### src/rtl/mem_arbiter_pkg.sv
// rtl/mem_arbiter_pkg.sv - shared types and constants for the two-master BRAM arbiter
package mem_arbiter_pkg;

  typedef enum logic [1:0] {
    IDLE    = 2'd0,
    BUSY    = 2'd1,
    RECOVER = 2'd2
  } arb_state_t;

  localparam logic [31:0] ERR_RDATA = 32'hDEAD_BEEF;
  localparam logic        OWNER_M0  = 1'b0;
  localparam logic        OWNER_M1  = 1'b1;

  // Round-robin pick: a lone requester wins, a tie goes to whoever did not own last.
  function automatic logic next_grant(input logic v0, input logic v1, input logic last);
    if (v0 && v1) return !last;
    return v1 ? OWNER_M1 : OWNER_M0;
  endfunction

endpackage

### src/rtl/mem_arbiter_watchdog.sv
// rtl/mem_arbiter_watchdog.sv - cycle watchdog, expires after TIMEOUT_CYCLES enabled cycles
module mem_arbiter_watchdog #(
  parameter int TIMEOUT_CYCLES = 16
) (
  input  logic clk,
  input  logic reset,
  input  logic clear,
  input  logic enable,
  output logic expire
);

  localparam int CW = $clog2(TIMEOUT_CYCLES);

  logic [CW-1:0] count;

  assign expire = enable && (count == CW'(TIMEOUT_CYCLES - 1));

  // Expiry restarts the count so the next enabled phase gets a full window.
  always_ff @(posedge clk) begin
    if (reset || clear || expire) begin
      count <= '0;
    end else if (enable) begin
      count <= count + CW'(1);
    end
  end

endmodule

### src/rtl/mem_arbiter.sv
// rtl/mem_arbiter.sv - round-robin arbiter sharing one BRAM controller between m0 and m1
// Optional slave watchdog enabled by defining MEM_ARBITER_TIMEOUT_EN.
module mem_arbiter
  import mem_arbiter_pkg::*;
#(
  parameter int TIMEOUT_CYCLES = 16
) (
  input  logic        clk,
  input  logic        reset,
  input  logic        m0_valid,
  input  logic [31:0] m0_addr,
  input  logic [31:0] m0_wdata,
  input  logic [3:0]  m0_wstrb,
  output logic        m0_ready,
  output logic [31:0] m0_rdata,
  input  logic        m1_valid,
  input  logic [31:0] m1_addr,
  input  logic [31:0] m1_wdata,
  input  logic [3:0]  m1_wstrb,
  output logic        m1_ready,
  output logic [31:0] m1_rdata,
  output logic        s_valid,
  input  logic        s_ready,
  output logic [31:0] s_addr,
  output logic [31:0] s_wdata,
  output logic [3:0]  s_wstrb,
  input  logic [31:0] s_rdata,
  output logic        owner,
  output logic        timeout_err
);

  if (TIMEOUT_CYCLES < 4) begin : g_bad_timeout
    $error("mem_arbiter: TIMEOUT_CYCLES must be at least 4");
  end

  arb_state_t state;
  logic       owner_valid;
  logic       complete;
  logic       wd_expire;
  logic       wd_fire;

  assign owner_valid = (owner == OWNER_M1) ? m1_valid : m0_valid;
  assign s_addr      = (owner == OWNER_M1) ? m1_addr  : m0_addr;
  assign s_wdata     = (owner == OWNER_M1) ? m1_wdata : m0_wdata;
  assign s_wstrb     = (owner == OWNER_M1) ? m1_wstrb : m0_wstrb;

  assign complete = !reset && (state == BUSY) && s_ready;

`ifdef MEM_ARBITER_TIMEOUT_EN
  mem_arbiter_watchdog #(
    .TIMEOUT_CYCLES (TIMEOUT_CYCLES)
  ) u_watchdog (
    .clk    (clk),
    .reset  (reset),
    .clear  (state == IDLE),
    .enable (state != IDLE),
    .expire (wd_expire)
  );

  // Completion by the slave always wins over the watchdog in the same cycle.
  assign wd_fire = !reset && (state == BUSY) && owner_valid && !s_ready && wd_expire;
`else
  assign wd_expire = 1'b0;
  assign wd_fire   = 1'b0;
`endif

  assign s_valid     = !reset && (state == BUSY) && owner_valid;
  assign timeout_err = wd_fire;

  assign m0_ready = (complete || wd_fire) && (owner == OWNER_M0);
  assign m1_ready = (complete || wd_fire) && (owner == OWNER_M1);
  assign m0_rdata = (wd_fire && owner == OWNER_M0) ? ERR_RDATA : s_rdata;
  assign m1_rdata = (wd_fire && owner == OWNER_M1) ? ERR_RDATA : s_rdata;

  always_ff @(posedge clk) begin
    if (reset) begin
      state <= IDLE;
      owner <= OWNER_M1;
    end else begin
      case (state)
        IDLE: begin
          if (m0_valid || m1_valid) begin
            owner <= next_grant(m0_valid, m1_valid, owner);
            state <= BUSY;
          end
        end
        BUSY: begin
          if (wd_fire) begin
            state <= RECOVER;
          end else if (s_ready || !owner_valid) begin
            state <= IDLE;
          end
        end
        RECOVER: begin
          if (s_ready || wd_expire) begin
            state <= IDLE;
          end
        end
        default: state <= IDLE;
      endcase
    end
  end

endmodule

### config.mk
export PLATFORM = sky130hd
export DESIGN_NAME = mem_arbiter
export DESIGN_NICKNAME = d
export VERILOG_FILES = /design/src/rtl/mem_arbiter_pkg.sv /design/src/rtl/mem_arbiter_watchdog.sv /design/src/rtl/mem_arbiter.sv
export SDC_FILE = /design/constraint.sdc
export NUM_CORES = 1
export LEC_CHECK = 0
export BUFFER_PORTS_ARGS = -buffer_cell sky130_fd_sc_hd__buf_2
export CAP_MARGIN = 5
export CORE_AREA = 2 2 120 122
export DETAILED_ROUTE_END_ITERATION = 16
export DIE_AREA = 0 0 122 124
export PLACE_DENSITY = 0.55
export SLEW_MARGIN = 30
export SYNTH_ARGS = -nofsm -noshare
export SYNTH_HDL_FRONTEND = slang
export SYNTH_SLANG_ARGS = --single-unit
### constraint.sdc
create_clock -name clk -period 1.1 [get_ports clk]
set_input_delay 0.22 -clock clk [delete_from_list [all_inputs] [get_ports clk]]
set_output_delay 0.22 -clock clk [all_outputs]
set_load 0.05 [all_outputs]
==> run metrics <==
Area growth syn-to-layout=83.3%; Placed Instance Area=2550 µm²; CTS tree=yes; clock latency on the worst-skew pair=0.22 ns; nets=483; Final Hold Fails=0; peak supply drop=0.000335 V; PortBufs=212; WP data required=0.88 ns; RR Startpoint=owner$_SDFFE_PP1P_; total die area=15,100 µm²; Worst Setup SP=owner$_SDFFE_PP1P_; synthesized area=1480 µm²; Die Height=124 µm; min Tclk post-route=1.63 ns; final wirelength=5870 µm; switching power=1.35 mW; Avg Synthesized Cell Area=9.43 µm²; Worst EP arrival=1.41 ns; Logic pwr share=75.9%; number of global-route vias before repair=1,587; CP Max Fanout=32; Post-Syn Instances=157; Sink Count=2; ANT cells=0; die width=122 µm; Final Max Slew Viols=0; worst hold path cell count=3; Ports=310; Pwr Density=1000 nW/µm²; H-tree depth=1; cell taking the most area after synthesis=mux2_2; Total Power=2.73 mW; synth warn=0; commonest non-fill, non-tap cell in the layout=buf_2; Sequential Power Share=3.2%; crit path kind=reg -> out; Design Area, Final=2710 µm²; antenna-violating nets left=0; CTS buffer count=3; Net Sw Frac=49.6%; max-cap viol count=0; Worst Clk Skew=0.00148 ns; most frequent cells in the layout=buf_2 (201), mux2_4 (68), buf_4 (8), buf_6 (7); Clock Path Buffers=2; RSZ-0062 raised after global routing=true; share of cells above drive strength 1=96.8%; GR Overflow Total=0; CTS Hold Bufs=0; gpl congestion=0.659; CP startpoint kind=register; path depth of the worst reg2reg path=5; first-pass GRT wire length=7560 µm; Fmax achieved=0.615 GHz; DRT iter0 DRCs=13; Hold WC Path Type=in -> reg; Clk pin slew, worst setup/hold paths=0.03 ns; total track usage=6.37%; ranking of synthesized cells by area=mux2_2 (52%), buf_4 (33%), clkbuf_8 (6.5%), dfxtp_1 (2.7%), nor2b_1 (1.3%); Worst Min Path Start=reset; status=complete, but fails checks; Setup-failing EPs final=73; largest net degree at the start of global routing=33; Routed WL per cell=12.0 µm; share of the synthesized area in the top cell type=51.7%; Root Buffer=clkbuf_16; #FFs+latches synth=2; Clock Power Share=20.9%; Worst setup EP type=output pin; Final WS setup=-0.526 ns; DR vias/cell=3.37; DRC=0; antenna violations before repair=0; row count=43; Initial Util=10.8%; Post-DP HPWL=5080 µm; leakage=1.64 nW; core area=13,700 µm²; failing checks=negative setup slack; Syn Nets=330; period utilization=148%; number of detailed-route iterations in the first pass=4; Via Count=1,646; Netlist cell types=14; post-synthesis sequential area ratio=2.70%; internal power=1.38 mW
==> logic make-up after synthesis <==
| group | count (synthesis) | synth area share (%) |
|---|---|---|
| buffers and inverters | 73 | 40.2 |
| AOI/OAI and AO/OA | 2 | 1.01 |
| and+or+nand+nor | 10 | 3.38 |
| DFF | 2 | 2.71 |
| other | 1 | 0.253 |
| muxes | 69 | 52.4 |
==> power groups by stage <==
stage,logic (mW),clock network (mW),registers (mW)
global placement,2.03,0,0.0881
detailed placement,2.03,0,0.0890
global route,2.17,0.586,0.0893
finish,2.07,0.570,0.0884
floorplan,2.22,0,0.0977
CTS,2.10,0.580,0.0884
==> sequential cells by signal (all words and copies together), names as in the netlist <==
register,flops
owner,1
state,1
==> metrics by stage <==
| step | cells | setup WS, ns | TNS [ns] | utilization, % | hold WS [ns] |
|---|---|---|---|---|---|
| final | 489 | -0.526 | -34.66 | 19.8 | 0.314 |
| after global routing | 489 | -0.560 | -37.33 | 19.8 | 0.330 |
| after CTS | 490 | -0.527 | -35.36 | 19.9 | 0.304 |
| after detailed placement | 485 | -0.290 | -19.06 | 18.6 | 0.440 |
| after global placement | 485 | -0.289 | -18.77 | 18.6 | 0.440 |
| after floorplan | 157 | -0.271 | -19.06 | - | 0.292 |
==> metal layers <==
metal / track usage (%) / wire length [µm] / up-vias / part of all wire, %
li1: - / - / 774 / -
met1: 5.65 / 1690 / 717 / 29
met2: 12.5 / 3020 / 124 / 52
met3: 1.69 / 854 / 31 / 15
met4: 4.31 / 298 / 0 / 5.1
met5: 0 / 0 / - / 0
==> layout make-up <==
type                    count  area [µm²]
clock buffers               4        78.8
fillers                  1527       11000
multi-input cells          82        1130
flip-flops and latches      2        45.0
well taps                 180         225
repair buffers            221        1230
==> cell usage after synthesis (all sizes together) <==
cell,count
nor2,3
mux2i,1
and3,1
nor2b,3
dfxtp,2
nand2,2
buf,66
conb,1
o22a,1
nand2b,1
clkbuf,7
mux2,68
o22ai,1
==> critical path, cell delays in order, from the launching register on <==
cell and delay [ns]:
dfxtp_4 0.37, buf_12 0.25, mux2_4 0.33, buf_2 0.21
==> timing repair <==
action                                  4_1_cts  5_1_grt
resized for setup                            27        1
buffers inserted                              1        0
endpoints found under the setup margin       73       73
pin swaps                                     2        0
==> path summary, 6_finish.rpt <==
kind                           end  slack, ns
min reg2reg     owner$_SDFFE_PP1P_       0.57
max reg2reg  state[0]$_SDFFE_PP0P_      -0.04
min          state[0]$_SDFFE_PP0P_       0.31
max                    s_wdata[16]      -0.53
Power figures use the tool's default switching activity.
